`src/rtl/fetch_queue_t.sv`:
```
// Byte-granular instruction prefetch queue: loads the reset vector, streams bytes
// from memory ahead of the decoder and presents one 1-3 byte instruction per handshake.
module fetch_queue_t #(
    parameter int                 ADDR_W         = 16,
    parameter int                 DEPTH          = 4,
    parameter int                 BUS_BYTES      = 1,
    parameter bit                 USE_RESET_VEC  = 1'b1,
    parameter logic [ADDR_W-1:0]  RESET_VEC_ADDR = 16'hFFFC,
    parameter logic [ADDR_W-1:0]  RESET_PC       = '0
) (
    input  logic                   clk_i,
    input  logic                   rstn_i,
    output logic                   mem_req_o,
    output logic [ADDR_W-1:0]      mem_addr_o,
    input  logic                   mem_valid_i,
    input  logic [8*BUS_BYTES-1:0] mem_data_i,
    input  logic                   flush_i,
    input  logic [ADDR_W-1:0]      flush_pc_i,
    input  logic [1:0]             instr_len_i,
    output logic                   instr_valid_o,
    input  logic                   instr_ready_i,
    output logic [7:0]             opcode_o,
    output logic [15:0]            operand_o,
    output logic [ADDR_W-1:0]      instr_pc_o
);

    typedef enum logic {
        ST_VEC = 1'b0,
        ST_RUN = 1'b1
    } state_t;

    localparam int                IDX_W   = $clog2(DEPTH);
    localparam int                CNT_W   = IDX_W + 1;
    localparam logic [CNT_W-1:0]  DEPTH_C = CNT_W'(DEPTH);
    localparam logic [CNT_W-1:0]  BB_C    = CNT_W'(BUS_BYTES);
    localparam logic [ADDR_W-1:0] BB_A    = ADDR_W'(BUS_BYTES);

    state_t            state;
    logic              started;
    logic              vec_phase;
    logic [7:0]        vec_lo;
    logic [ADDR_W-1:0] fetch_addr;
    logic [ADDR_W-1:0] pc;
    logic [IDX_W-1:0]  head;
    logic [CNT_W-1:0]  count;
    logic [7:0]        q [DEPTH];

    logic [1:0]        len_eff;
    logic [IDX_W-1:0]  tail;
    logic              beat_done;
    logic              consume;
    logic              fill;
    logic [15:0]       data16;
    logic [ADDR_W-1:0] vec_target;
    logic [CNT_W-1:0]  fill_amt;
    logic [CNT_W-1:0]  cons_amt;

    // NOTE: every signal is assigned on every path through this block, so no latch can be inferred.
    always_comb begin
        len_eff       = (instr_len_i == 2'd0) ? 2'd1 : instr_len_i;
        // started keeps the request low for the first cycle out of reset
        mem_req_o     = started && (state == ST_VEC || (DEPTH_C - count) >= BB_C);
        mem_addr_o    = fetch_addr;
        instr_valid_o = (state == ST_RUN) && (count >= CNT_W'(len_eff));
        beat_done     = mem_req_o && mem_valid_i;
        consume       = instr_valid_o && instr_ready_i;
        fill          = beat_done && (state == ST_RUN) && !flush_i;
        tail          = head + count[IDX_W-1:0];
        data16        = 16'(mem_data_i);
        vec_target    = (BUS_BYTES == 2) ? ADDR_W'(data16) : ADDR_W'({data16[7:0], vec_lo});
        fill_amt      = fill ? BB_C : '0;
        cons_amt      = consume ? CNT_W'(len_eff) : '0;
        opcode_o      = q[head];
        operand_o     = {(len_eff == 2'd3) ? q[head + IDX_W'(2)] : 8'h00,
                         (len_eff >= 2'd2) ? q[head + IDX_W'(1)] : 8'h00};
        instr_pc_o    = pc;
    end

    // NOTE: state registers use non-blocking assignments so every read sees the pre-edge value.
    always_ff @(posedge clk_i) begin
        if (!rstn_i) begin
            state      <= USE_RESET_VEC ? ST_VEC : ST_RUN;
            started    <= 1'b0;
            vec_phase  <= 1'b0;
            vec_lo     <= 8'h00;
            fetch_addr <= USE_RESET_VEC ? RESET_VEC_ADDR : RESET_PC;
            pc         <= RESET_PC;
            head       <= '0;
            count      <= '0;
        end else begin
            started <= 1'b1;
            if (flush_i) begin
                // redirect wins over any beat or consume landing in the same cycle
                state      <= ST_RUN;
                count      <= '0;
                fetch_addr <= flush_pc_i;
                pc         <= flush_pc_i;
                vec_phase  <= 1'b0;
            end else if (state == ST_VEC) begin
                if (beat_done) begin
                    if (BUS_BYTES == 2 || vec_phase) begin
                        state      <= ST_RUN;
                        fetch_addr <= vec_target;
                        pc         <= vec_target;
                        vec_phase  <= 1'b0;
                    end else begin
                        vec_lo     <= data16[7:0];
                        vec_phase  <= 1'b1;
                        fetch_addr <= fetch_addr + ADDR_W'(1);
                    end
                end
            end else begin
                if (beat_done) begin
                    fetch_addr <= fetch_addr + BB_A;
                end
                if (consume) begin
                    head <= head + IDX_W'(len_eff);
                    pc   <= pc + ADDR_W'(len_eff);
                end
                count <= count + fill_amt - cons_amt;
            end
        end
    end

    // NOTE: queue storage has no reset; count alone decides which bytes are meaningful.
    always_ff @(posedge clk_i) begin
        if (rstn_i && fill) begin
            for (int i = 0; i < BUS_BYTES; i++) begin
                q[tail + IDX_W'(i)] <= mem_data_i[8*i +: 8];
            end
        end
    end

    a_count_le_depth: assert property (@(posedge clk_i) disable iff (!rstn_i)
        count <= DEPTH_C);
    a_consume_has_bytes: assert property (@(posedge clk_i) disable iff (!rstn_i)
        consume |-> (state == ST_RUN && count >= CNT_W'(len_eff)));
    a_fill_has_space: assert property (@(posedge clk_i) disable iff (!rstn_i)
        fill |-> ((DEPTH_C - count) >= BB_C));

endmodule
```
`config.mk`:
```
export PLATFORM = sky130hd
export DESIGN_NAME = fetch_queue_t
export DESIGN_NICKNAME = d
export VERILOG_FILES = /design/src/rtl/fetch_queue_t.sv
export SDC_FILE = /design/constraint.sdc
export NUM_CORES = 1
export LEC_CHECK = 0
export ABC_AREA = 1
export ABC_CLOCK_PERIOD_IN_PS = 7000
export CAP_MARGIN = 15
export CORE_AREA = 2 2 114 138
export CTS_BUF_LIST = sky130_fd_sc_hd__clkbuf_4
export CTS_CLUSTER_DIAMETER = 80
export DETAILED_ROUTE_END_ITERATION = 10
export DIE_AREA = 0 0 116 140
export GPL_TIMING_DRIVEN = 0
export PLACE_DENSITY = 0.55
export SLEW_MARGIN = 30
export SYNTH_ARGS = -nofsm -noshare
export SYNTH_HDL_FRONTEND = slang
export SYNTH_SLANG_ARGS = --single-unit
```
`constraint.sdc`:
```
create_clock -name clk_i -period 7 [get_ports clk_i]
set_clock_uncertainty 0.1 [all_clocks]
set_input_delay 1.05 -clock clk_i [delete_from_list [all_inputs] [get_ports clk_i]]
set_output_delay 1.05 -clock clk_i [all_outputs]
set_load 0.03 [all_outputs]
```
==> impl_metrics.tcl, run 1 <==
set metrics [dict create \
    outcome "finished clean" \
    slew_headroom_pct 50.9 \
    grt_pass1_vias 4955 \
    syn_area_per_cell_sq_um 6.69 \
    initial_utilization_pct 34.8 \
    gp_congestion 0.886 \
    detailedPlacementHpwl_mm 13.0 \
    synth_area_leader_cell "dfxtp_1" \
    hold_viol 0 \
    die_w_um 116 \
    critical_path_class "input pin to output port" \
    syn_nets 816 \
    layout_common_cells "nand2_1, nor2_1, clkdlybuf4s50_1, inv_1, o21ai_0" \
    ys_warn_count 0 \
    grtUsageTotal_pct 20.7 \
    path_max_fanout 10 \
    synth_seq_cells 82 \
    max_cap_violations 0 \
    rsz0062_at_grt "no" \
    period_share_pct 62.8 \
    min-delay-start "vec_lo[2]" \
    drv_slew 0 \
    async_reset_ff_share_pct 0 \
    cts_tree "built" \
    synth-seq-area-share_pct 38.0 \
    synth_top_area_share_pct 19.4 \
    post-cts-setup-buffers 0 \
    grt_overflow 0 \
    cts_num_sinks 82 \
    fin_ws_ns 2.61 \
    synth_area_sq_mm 0.00516 \
    critPathArrivalTime_ns 3.24 \
    rows 49 \
    setup_tns_ns 0 \
    crit_path_end_kind "output port" \
    die_h_um 140 \
    antenna_found_initial 1 \
    fin_crit_ns 4.39 \
    setup_viol 0 \
    grt_pass1_wl_mm 25.9 \
    design.final.nets 914 \
    whs_path_depth 2 \
    crit_required_ns 5.85 \
    p_per_area_mw_per_mm2 177 \
    numCtsBuffers 9 \
    drive_above_1_share_pct 4.58 \
    clock_latency_ns 0.46 \
    rr_worst_depth 16 \
    start_kind "input pin" \
    coreArea_sq_mm 0.0148 \
    port_buffers 87 \
    p_leak_nw 2.80 \
    via_per_inst 4.90 \
    hold_path_class "register to register" \
    synth_edf_count 32 \
    vias 5291 \
    path_clk_slew_ns 0.14 \
    r2r_start "count[1]" \
    tightest_slew_ns 0.733 \
    synthTopCellsByArea "dfxtp_1, edfxtp_1, nand2_1" \
    io_pins 89 \
    synth.distinct_cells 36 \
    clock.fmax_mhz 228 \
    grt_start_max_net_pins 15 \
    wl_mm 16.6 \
    drc 0 \
    final_common_cell "nand2_1" \
    ys.flop_type "dfxtp_1" \
    peakVddDrop_mv 0.0860 \
    hold_ws_ns 0.435 \
    synthCells 771 \
    area_delta_synth_final_pct 25.0 \
    drt_iter0_drc 303 \
    dieArea_sq_mm 0.0162 \
    wire_per_inst_um 15.4 \
    clock-root-buffer "clkbuf_4" \
    ctsResizeCount 0 \
    firstDrtPassIters 5 \
    h-tree-depth 3 \
    detail-route-antenna-nets 0 \
    clockBufferDepth 2 \
    crit_path_start "instr_len_i[1]" \
    cts_hold_buf 0 \
    dp_slack_ns 2.53 \
]
## state kept, by name (all words and copies together) (netlist names), named ones only
| signal | cells |
|---|---|
| q | 32 |
| mem_addr_o | 16 |
| count | 3 |
| instr_pc_o | 16 |
| vec_phase | 1 |
| state | 1 |
| started | 1 |
| vec_lo | 8 |
| head | 2 |
## cell usage after synthesis, drive strengths merged, types with 8 or more instances
master  number
nand3       54
o22ai        8
nor2       131
a21oi       48
buf         14
nand4       12
nor3         9
edfxtp      32
clkbuf      13
inv         85
o21ai       70
ha          12
a31oi        9
dfxtp       50
nand2      194
## critical path, cell delays in order
cell	delay, ns
clkbuf_1	0.24
clkinv_1	0.42
ha_1	0.42
nand2_1	0.06
a21oi_1	0.30
clkdlybuf4s50_1	0.74
## layout make-up
class                      count  area (sq um)
antenna                        1          2.50
buffer                        27           131
clock buffer                   9          67.6
clock inverter                 7          92.6
fill                        1623          8390
inverter                      86           323
multi-input combinational    576          2740
sequential                    82          1960
tap                          204           255
timing repair buffer          87           871
## worst paths after layout
kind	to	slack, ns
worst max register to register	count[2]	3.88
worst min register to register	vec_lo[2]	0.43
worst min-delay path	vec_lo[2]	0.43
worst max-delay path	instr_valid_o	2.61
## cell families after synthesis
group                      synth area share (%)
and+or+nand+nor                            32.6
DFF                                        38.0
adders and majority gates                  3.69
xor gates and xnor gates                   1.36
buffers and inverters                      8.80
muxes                                     0.970
AOI/OAI and AO/OA                          14.5
## through the flow
| step | power, W | util [%] | cell area, sq um | std cells |
|---|---|---|---|---|
| after global placement | 0.000828 | 42.4 | 6280 | 1062 |
| after CTS | 0.00115 | 43.4 | 6440 | 1078 |
| after global routing | 0.00120 | 43.5 | 6450 | 1079 |
| final | 0.00114 | 43.5 | 6450 | 1079 |
| after floorplan | 0.000714 | - | 5160 | 771 |
| after detailed placement | 0.000828 | 42.4 | 6280 | 1062 |
## where the power goes
part / internal, W / switching [W] / leakage [nW]
clock: 0.000145 / 0.000176 / 0.0901
combinational: 0.000104 / 0.000168 / 2.01
sequential: 0.000516 / 0.0000294 / 0.700
total: 0.000765 / 0.000374 / 2.80
## routing by layer
layer  wire length, um  track usage (%)
met5                 0                0
met2              8220             34.8
met3               784             3.46
met1              7150             26.3
met4               413             7.83
(Power assumes the default switching activity.)
==> run 2: changes to the inputs <==
--- a/config.mk
+++ b/config.mk
@@ -6,7 +6,7 @@
 export NUM_CORES = 1
 export LEC_CHECK = 0
 export ABC_AREA = 1
-export ABC_CLOCK_PERIOD_IN_PS = 7000
+export ABC_CLOCK_PERIOD_IN_PS = 4000
 export CAP_MARGIN = 15
 export CORE_AREA = 2 2 114 138
 export CTS_BUF_LIST = sky130_fd_sc_hd__clkbuf_4
@@ -14,7 +14,7 @@
 export DETAILED_ROUTE_END_ITERATION = 10
 export DIE_AREA = 0 0 116 140
 export GPL_TIMING_DRIVEN = 0
-export PLACE_DENSITY = 0.55
+export PLACE_DENSITY = 0.57
 export SLEW_MARGIN = 30
 export SYNTH_ARGS = -nofsm -noshare
 export SYNTH_HDL_FRONTEND = slang
==> constraint.sdc (replaced) <==
create_clock -name clk_i -period 4 [get_ports clk_i]
set_clock_uncertainty 0.1 [all_clocks]
set_input_delay 0.6 -clock clk_i [delete_from_list [all_inputs] [get_ports clk_i]]
set_output_delay 0.6 -clock clk_i [all_outputs]
set_load 0.03 [all_outputs]
==> run 2 against run 1 <==
Die area is the same. Sequential share of layout area grew 0.11 points. Via count grew 0.93%. Highest routed layer unchanged. Sequential cell count is the same. Utilization shrank 0.16 points.
==> impl_metrics.tcl, run 2 (same netlist as run 1, synthesis figures left out) <==
set metrics [dict create \
    design.final.nets 914 \
    drt_iter0_drc 405 \
    rsz0062_at_grt "no" \
    clock.fmax_mhz 287 \
    wl_mm 16.3 \
    slew_headroom_pct 49.4 \
    pwr-share-seq_pct 49.5 \
    via_per_inst 4.95 \
    dieArea_sq_mm 0.0162 \
    crit_path_end_kind "output port" \
    top_register "q" \
    peakVddDrop_mv 0.125 \
    rows 49 \
    drive_above_1_share_pct 4.46 \
    post-cts-setup-buffers 0 \
    cp_cell_sequence "clkbuf_1, clkinv_1, ha_1, nand2_1, a21oi_1, clkdlybuf4s50_1" \
    wire_per_inst_um 15.1 \
    crit_slowest_cell "clkdlybuf4s50_1" \
    critPathArrivalTime_ns 2.79 \
    grt_pass1_wl_mm 25.6 \
    firstDrtPassIters 5 \
    hold_path_class "register to register" \
    start_kind "input pin" \
    placedInstanceArea_sq_mm 0.00628 \
    finalPower_w 0.00193 \
    coreArea_sq_mm 0.0148 \
    cts_num_sinks 82 \
    hold_viol 0 \
    busiest_layer "met2" \
    die_w_um 116 \
    final_common_cell "nand2_1" \
    grt_start_max_net_pins 15 \
    ctsResizeCount 0 \
    die_h_um 140 \
    max_stage_delay_ns 0.74 \
    critical_path_class "input pin to output port" \
    max_cap_violations 0 \
    drc 0 \
    worstReg2RegEnd "count[2]" \
    setup_tns_ns 0 \
    min-delay-start "vec_lo[2]" \
    clockBufferDepth 2 \
    clock_latency_ns 0.45 \
    numCtsBuffers 9 \
    path_clk_slew_ns 0.14 \
    period_share_pct 87.2 \
    layout_common_cells "nand2_1, nor2_1, clkdlybuf4s50_1, inv_1, o21ai_0" \
    port_buffers 87 \
    use_met2_pct 35.1 \
    initial_utilization_pct 34.8 \
    detailedPlacementHpwl_mm 12.8 \
    h-tree-depth 3 \
    met1_usage_pct 25.8 \
    detail-route-antenna-nets 0 \
    r2r_slack_ns 0.86 \
    fin_crit_ns 3.49 \
    r2r_start "count[1]" \
    clock-root-buffer "clkbuf_4" \
    grtUsageTotal_pct 20.3 \
    setup_viol 0 \
    gr-usage-met3_pct 3.16 \
    cts_tree "built" \
    pwr-share-comb_pct 24.6 \
    io_pins 89 \
    p_sw_w 0.000655 \
    p_int_w 0.00127 \
    gp_congestion 0.883 \
    grt_pass1_vias 4997 \
    path_max_fanout 10 \
    p_per_area_mw_per_mm2 300 \
    hold-path-endpoint "vec_lo[2]" \
    crit_required_ns 3.30 \
    whs_path_depth 2 \
    grt_overflow 0 \
    largest_reg_flops 32 \
    tightest_slew_ns 0.756 \
    rr_worst_depth 16 \
    antenna_found_initial 1 \
    cts_hold_buf 0 \
    outcome "finished clean" \
    area_delta_synth_final_pct 24.5 \
    clock_power_share_pct 25.9 \
    swShare_pct 33.9 \
    drv_slew 0 \
    nFillCells 1619 \
    vias 5340 \
    fin_area_sq_mm 0.00642 \
    p_leak_nw 2.79 \
]
run 2: worst max-delay path: cells and delay by family:
family	cells	cell delay, ns
buffers and inverters	3	1.40
adder cells (fa/ha/maj)	1	0.42
AO/OA/AOI/OAI	1	0.31
AND/OR/NAND/NOR	1	0.06
run 2: stage by stage:
step	utilization [%]	hold slack, ns	cells	worst slack [ns]
detailed placement	42.4	0.403	1062	0.308
CTS	43.3	0.419	1078	0.507
finish	43.3	0.422	1079	0.510
global route	43.3	0.432	1079	0.271
global placement	42.4	0.398	1062	0.330
floorplan	-	0.375	771	0.362
run 2: power groups by stage:
stage | combinational, W | sequential (W) | clock, W
global route | 0.000525 | 0.000962 | 0.000554
global placement | 0.000475 | 0.000974 | 0
detailed placement | 0.000476 | 0.000973 | 0
finish | 0.000475 | 0.000955 | 0.000499
CTS | 0.000478 | 0.000955 | 0.000508
floorplan | 0.000232 | 0.00102 | 0
run 2: metal layers:
| layer | wire, um | part of all wire (%) | vias up |
|---|---|---|---|
| li1 | - | - | 2719 |
| met1 | 6910 | 42 | 2423 |
| met2 | 8280 | 51 | 171 |
| met3 | 854 | 5.2 | 27 |
| met4 | 300 | 1.8 | 0 |
| met5 | 0 | 0 | - |
run 2: final cells by class:
cell class              instances  area (sq um)  area share [%]
multi-input cells             576          2740            42.7
flip-flops and latches         82          1960            30.5
repair buffers                 87           871            13.6
inverters                      86           323            5.03
well taps                     204           255            3.97
plain buffers                  27           131            2.05
clock inverters                 7          68.8            1.07
clock buffers                   9          67.6            1.05
diodes                          1          2.50          0.0390
run 2: worst max-delay path by stage:
| stage | from | endpoint | cells past startpoint |
|---|---|---|---|
| after global placement | instr_len_i[1] | count[2] | 16 |
| final | instr_len_i[1] | instr_valid_o | 6 |
| after global routing | instr_len_i[1] | instr_valid_o | 6 |
| after floorplan | instr_len_i[1] | count[2] | 13 |
| after CTS | instr_len_i[1] | instr_valid_o | 6 |
| after detailed placement | instr_len_i[1] | count[2] | 16 |
